**config.mk**
```make
export PLATFORM = sky130hd
export DESIGN_NAME = fetch_sequencer_flat
export DESIGN_NICKNAME = d
export VERILOG_FILES = /design/src/rtl/core_pkg.sv /design/src/rtl/fetch_sequencer_if.sv /design/src/rtl/pc_reg.sv /design/src/rtl/fetch_sequencer.sv /design/src/flat_wrapper.sv
export SDC_FILE = /design/constraint.sdc
export NUM_CORES = 1
export LEC_CHECK = 0
export CAP_MARGIN = 0
export CORE_ASPECT_RATIO = 0.75
export CORE_MARGIN = 10
export CORE_UTILIZATION = 43
export CTS_BUF_LIST = sky130_fd_sc_hd__clkbuf_8
export DETAILED_ROUTE_END_ITERATION = 8
export PLACE_DENSITY = 0.79
export RECOVER_POWER = 50
export SLEW_MARGIN = 40
export SYNTH_ARGS = -nofsm -noshare
export SYNTH_HDL_FRONTEND = slang
export SYNTH_SLANG_ARGS = --single-unit
```
**constraint.sdc**
```tcl
create_clock -name CLK -period 2.05 [get_ports CLK]
set_input_delay 0.41 -clock CLK [delete_from_list [all_inputs] [get_ports CLK]]
set_output_delay 0.41 -clock CLK [all_outputs]
set_load 0.02 [all_outputs]
```
**src/rtl/core_pkg.sv**
```systemverilog
// Shared definitions for the instruction fetch path: FSM encoding, reset PC and the NOP word.
package core_pkg;

  typedef enum logic [1:0] {
    StReq,
    StWait,
    StHold
  } fetch_state_e;

  localparam logic [31:0] ResetPcDefault = 32'h8000_0000;
  localparam logic [31:0] NopInstr       = 32'h0000_0013;

endpackage

```
**src/rtl/fetch_sequencer_if.sv**
```systemverilog
// Instruction-memory request/response bus and the instruction handoff toward decode.
interface fetch_sequencer_if;

  logic        imem_req;
  logic [31:0] imem_addr;
  logic        imem_gnt;
  logic        imem_rvalid;
  logic [31:0] imem_rdata;

  logic        instr_valid;
  logic [31:0] instr;
  logic [31:0] instr_pc;
  logic        instr_ready;

  modport master (
    output imem_req, imem_addr, instr_valid, instr, instr_pc,
    input  imem_gnt, imem_rvalid, imem_rdata, instr_ready
  );

  modport slave (
    input  imem_req, imem_addr, instr_valid, instr, instr_pc,
    output imem_gnt, imem_rvalid, imem_rdata, instr_ready
  );

endinterface

```
**src/rtl/pc_reg.sv**
```systemverilog
// Architectural PC register: loads the next value every cycle, resets to the boot address.
module pc_reg
  import core_pkg::*;
#(
  parameter logic [31:0] RESET_PC = ResetPcDefault
) (
  input  logic        CLK,
  input  logic        reset,
  input  logic [31:0] pc_d,
  output logic [31:0] pc_q
);

  always_ff @(posedge CLK or negedge reset) begin
    if (!reset) begin
      pc_q <= RESET_PC;
    end else begin
      pc_q <= pc_d;
    end
  end

endmodule

```
**src/rtl/fetch_sequencer.sv**
```systemverilog
// Single-outstanding instruction fetch FSM with redirect/trap steering and killed-response drop.
module fetch_sequencer
  import core_pkg::*;
#(
  parameter logic [31:0] RESET_PC = ResetPcDefault
) (
  input  logic                     CLK,
  input  logic                     reset,
  fetch_sequencer_if.master        bus,
  input  logic                     redirect_valid,
  input  logic [31:0]              redirect_pc,
  input  logic                     trap_valid,
  input  logic [31:0]              trap_pc,
  output logic [31:0]              pc_q
);

  fetch_state_e state_q, state_d;
  logic         kill_q, kill_d;
  logic [31:0]  instr_q, instr_d;
  logic [31:0]  instr_pc_q, instr_pc_d;
  logic [31:0]  pc_d;
  logic         redir;
  logic [31:0]  target;

  assign redir  = trap_valid | redirect_valid;
  assign target = (trap_valid ? trap_pc : redirect_pc) & 32'hFFFF_FFFC;

  pc_reg #(
    .RESET_PC(RESET_PC)
  ) u_pc_reg (
    .CLK  (CLK),
    .reset(reset),
    .pc_d (pc_d),
    .pc_q (pc_q)
  );

  always_comb begin
    state_d    = state_q;
    kill_d     = kill_q;
    instr_d    = instr_q;
    instr_pc_d = instr_pc_q;
    pc_d       = pc_q;
    unique case (state_q)
      StReq: begin
        if (bus.imem_gnt) begin
          state_d = StWait;
          kill_d  = redir;
        end
        if (redir) pc_d = target;
      end
      StWait: begin
        if (bus.imem_rvalid) begin
          // A response is only delivered if no redirect has overtaken it.
          if (!kill_q && !redir) begin
            instr_d    = bus.imem_rdata;
            instr_pc_d = pc_q;
            state_d    = StHold;
          end else begin
            state_d = StReq;
          end
          kill_d = 1'b0;
        end else if (redir) begin
          kill_d = 1'b1;
        end
        if (redir) pc_d = target;
      end
      StHold: begin
        if (redir) begin
          pc_d    = target;
          state_d = StReq;
        end else if (bus.instr_ready) begin
          pc_d    = instr_pc_q + 32'd4;
          state_d = StReq;
        end
      end
      default: state_d = StReq;
    endcase
  end

  always_ff @(posedge CLK or negedge reset) begin
    if (!reset) begin
      state_q    <= StReq;
      kill_q     <= 1'b0;
      instr_q    <= NopInstr;
      instr_pc_q <= RESET_PC;
    end else begin
      state_q    <= state_d;
      kill_q     <= kill_d;
      instr_q    <= instr_d;
      instr_pc_q <= instr_pc_d;
    end
  end

  // Request is masked while reset is held so nothing is issued before release.
  assign bus.imem_req    = reset && (state_q == StReq);
  assign bus.imem_addr   = pc_q;
  assign bus.instr_valid = (state_q == StHold);
  assign bus.instr       = instr_q;
  assign bus.instr_pc    = instr_pc_q;

endmodule
```
**src/flat_wrapper.sv**
```systemverilog
// flat-port wrapper written by rule: the top's interface ports become plain ports
module fetch_sequencer_flat import core_pkg::*;
#(
  parameter logic [31:0] RESET_PC = ResetPcDefault
)
  (CLK, reset, redirect_valid, redirect_pc, trap_valid, trap_pc, pc_q, bus_imem_req, bus_imem_addr, bus_instr_valid, bus_instr, bus_instr_pc, bus_imem_gnt, bus_imem_rvalid, bus_imem_rdata, bus_instr_ready);
  fetch_sequencer_if bus_i ();
  input  logic CLK;
  input  logic reset;
  input  logic redirect_valid;
  input  logic [31:0] redirect_pc;
  input  logic trap_valid;
  input  logic [31:0] trap_pc;
  output logic [31:0] pc_q;
  output wire logic [$bits(bus_i.imem_req)-1:0] bus_imem_req;
  output wire logic [$bits(bus_i.imem_addr)-1:0] bus_imem_addr;
  output wire logic [$bits(bus_i.instr_valid)-1:0] bus_instr_valid;
  output wire logic [$bits(bus_i.instr)-1:0] bus_instr;
  output wire logic [$bits(bus_i.instr_pc)-1:0] bus_instr_pc;
  input wire logic [$bits(bus_i.imem_gnt)-1:0] bus_imem_gnt;
  input wire logic [$bits(bus_i.imem_rvalid)-1:0] bus_imem_rvalid;
  input wire logic [$bits(bus_i.imem_rdata)-1:0] bus_imem_rdata;
  input wire logic [$bits(bus_i.instr_ready)-1:0] bus_instr_ready;
  assign bus_imem_req = bus_i.imem_req;
  assign bus_imem_addr = bus_i.imem_addr;
  assign bus_instr_valid = bus_i.instr_valid;
  assign bus_instr = bus_i.instr;
  assign bus_instr_pc = bus_i.instr_pc;
  assign bus_i.imem_gnt = bus_imem_gnt;
  assign bus_i.imem_rvalid = bus_imem_rvalid;
  assign bus_i.imem_rdata = bus_imem_rdata;
  assign bus_i.instr_ready = bus_instr_ready;
  fetch_sequencer #(.RESET_PC(RESET_PC)) u_core (.CLK(CLK), .reset(reset), .bus(bus_i), .redirect_valid(redirect_valid), .redirect_pc(redirect_pc), .trap_valid(trap_valid), .trap_pc(trap_pc), .pc_q(pc_q));
endmodule
```
==> run metrics <==
number of synthesized flops with an enable pin=0; GRT Util Overall=a little under a fifth; Hold Path Class=primary input to async pin; Tightest Pin Transition=roughly 1100 ps; CP cell instances=buf_4 > clkdlybuf4s50_1; htree depth=3; RR Startpoint=u_core.state_q[0]; max incr delay on CP=slightly above 600 ps; CTS sink cnt=between 90 and 100; status=finished, final reports clean; Reg clk slew, reported paths=roughly 100 ps; most frequent cells in the layout=clkdlybuf4s50_1 (223), dfrtp_1 (92), mux2_2 (58), a21oi_1 (33), mux2i_1 (30); RSZ-0062 raised after global routing=false; Final nets=between 700 and 800; Max Slew Vio Count=0; DRC=0; Worst Path Max Fanout=6; most common cell after layout, fill and taps aside=clkdlybuf4s50_1; synthesized flop and latch total=99; Slew headroom=29.42%; clk root buf=clkbuf_8; TritonCTS clock tree=built; final antenna-violating net count=0; Initial Utilization=between 40% and 50%; layout cells sized above 1=between 10% and 20%; max-cap violation count=0; critical path launch point type=flop; Finish-stage setup viols=0; Die X=roughly 150 um; FF-to-FF End=u_core.bus.instr[23]; vias in the first global route=roughly 4500; detailed router's first-iteration violation count=~160; top cell type's share of synthesized area=46.36%; register area share after synthesis=about 49%; prevailing post-synth register cell=dfrtp_1; Mapped Area=5074 sq um; Inserted Diodes=0; Num CTS Buffers=9; synth warn=0; grt ovf=0; dpl cell area=7428 sq um; cell taking the most area after synthesis=dfrtp_1; initial antenna violation count=0; top cells by area, synth=dfrtp_1 (46%), mux2_2 (13%), mux2i_1 (5.9%); core area=roughly 12000 sq um; synthesized area per cell=around 11 sq um; largest net degree at the start of global routing=just under 60; Psw=around 3300 uW; die area=16590 sq um; maximum buffer depth of the clock tree=2; reg2reg path depth=4; critical path type=flop to output port; fin area=~7600 sq um; clock latency on the worst-skew pair=about 370 ps; final wirelength=about 16000 um; Worst Path Required=1640 ps; fillers=approximately 940; Int Power=5310 uW; Max VDD drop=roughly 0.70 mV; fmax=between 0.5 and 0.6 GHz; crit path max-delay cell type=clkdlybuf4s50_1; final hold viol count=0; Vias=approximately 4200; Flop pwr share=about two fifths; Top delay family on crit path=buffers and inverters; CP Buf/Inv Count=2; Boundary Pins=around 230; drt pass-1 iters=4; Gate power share=46.2%; Lkg Pwr=about 0.0032 uW; WHS=between 300 and 400 ps; TNS Setup=0 ps; first-pass GRT wire length=25320 um; FF-to-FF setup slack=about 190 ps; Tmin final=1964 ps; GP Congestion=roughly 0.86; Layout area overhead=49.37%; Layout Skew=approximately 14 ps; CP endpoint kind=output port; Arr. time, crit path=between 1500 and 2000 ps; fin crit share=95.80%; HPWL Detailed=~12000 um; pwr/cell area=1133 nW/um^2; row cnt=34; syn nets=about 560; Port Buffers=228; Clock Power Share=about 15%; drt wl/cell=around 19 um; Die Y=114.1 um; async set or reset register ratio after synthesis=100.0%; Post-Synthesis Cells=~460; Vias/cell=approximately 5; Netlist cell types=38; switch share=roughly two fifths; post-layout util=between 60% and 70%
logic make-up after synthesis:
| family | count (synthesis) | synth area share, % |
|---|---|---|
| mux | 95 | 20.35 |
| fa+ha+maj | 1 | 0.2466 |
| flops | 99 | 48.95 |
| buf+inv | 60 | 7.275 |
| xor+xnor | 27 | 4.661 |
| compound gates | 70 | 7.300 |
| simple gates | 106 | 11.22 |
through the flow:
step | power, uW | cells | worst slack (ps)
floorplan | 5267 | 458 | 277.0
global placement | 7305 | 814 | 46.71
detailed placement | 7441 | 814 | 36.91
CTS | 8726 | 830 | 22.83
global route | 9055 | 831 | 9.938
finish | 8589 | 831 | 86.10
power by group through the flow:
stage / sequential (uW) / combinational (uW) / clock (uW)
6_report: 3370 / 3970 / 1250
5_1_grt: 3480 / 4200 / 1370
4_1_cts: 3360 / 4050 / 1310
3_5_place_dp: 3400 / 4040 / 0
3_3_place_gp: 3330 / 3980 / 0
2_1_floorplan: 4110 / 1150 / 0
Yosys cell counts, types with 7 or more instances:
library cell and number:
nand2_1 29, xnor2_1 9, nand3_1 13, xor2_1 18
dfrtp_1 94, buf_2 19, buf_4 32, nor3_1 23
a21oi_1 33, mux2_2 58, nor2_1 19, mux2_1 7
o21ai_0 24, mux2i_1 30
routing by layer:
metal	wire length [um]	global-route usage [%]	up-vias
met5	0	0	-
met2	7960	32.57	156
met1	6612	22.50	2031
met4	117	2.890	0
li1	-	-	1993
met3	1138	7.425	9
how the worst max path moves through the flow:
stage,cells after the start,end,start
finish,2,bus_instr_pc[9],u_core.bus.instr_pc[9]
global route,2,bus_instr_pc[9],u_core.bus.instr_pc[9]
CTS,1,bus_instr_pc[5],u_core.bus.instr_pc[5]
detailed placement,7,u_core.u_pc_reg.pc_q[24],redirect_valid
global placement,7,u_core.u_pc_reg.pc_q[28],redirect_valid
floorplan,5,u_core.u_pc_reg.pc_q[23],u_core.bus.instr_pc[13]
final cells by class:
cell class,count,area (sq um),area share (%)
flip-flops and latches,99,2486,32.80
repair buffers,251,2459,32.44
multi-input cells,299,2222,29.32
well taps,162,202.7,2.675
clock buffers,9,123.9,1.634
clock inverters,7,70.07,0.9245
inverters,4,15.01,0.1981
flip-flops by register name, summed over array words and instances, names as in the netlist:
signal                flops
u_core.state_q            2
u_core.bus.instr         32
u_core.bus.instr_pc      32
u_core.kill_q             1
u_core.u_pc_reg.pc_q     32
timing repair:
action / CTS / global route
hold buffers: 0 / 0
setup endpoints to repair: 2 / 6
buffers inserted: 0 / 1
pin swaps: 0 / 1
gates resized for setup: 3 / 2
worst reg2reg max path, cell delays in order, from the launching register on:
cell      delay, ps
dfrtp_1         380
clkbuf_1        270
nand4_1         240
clkbuf_4        420
mux2_1          430
(Power assumes the default switching activity.)
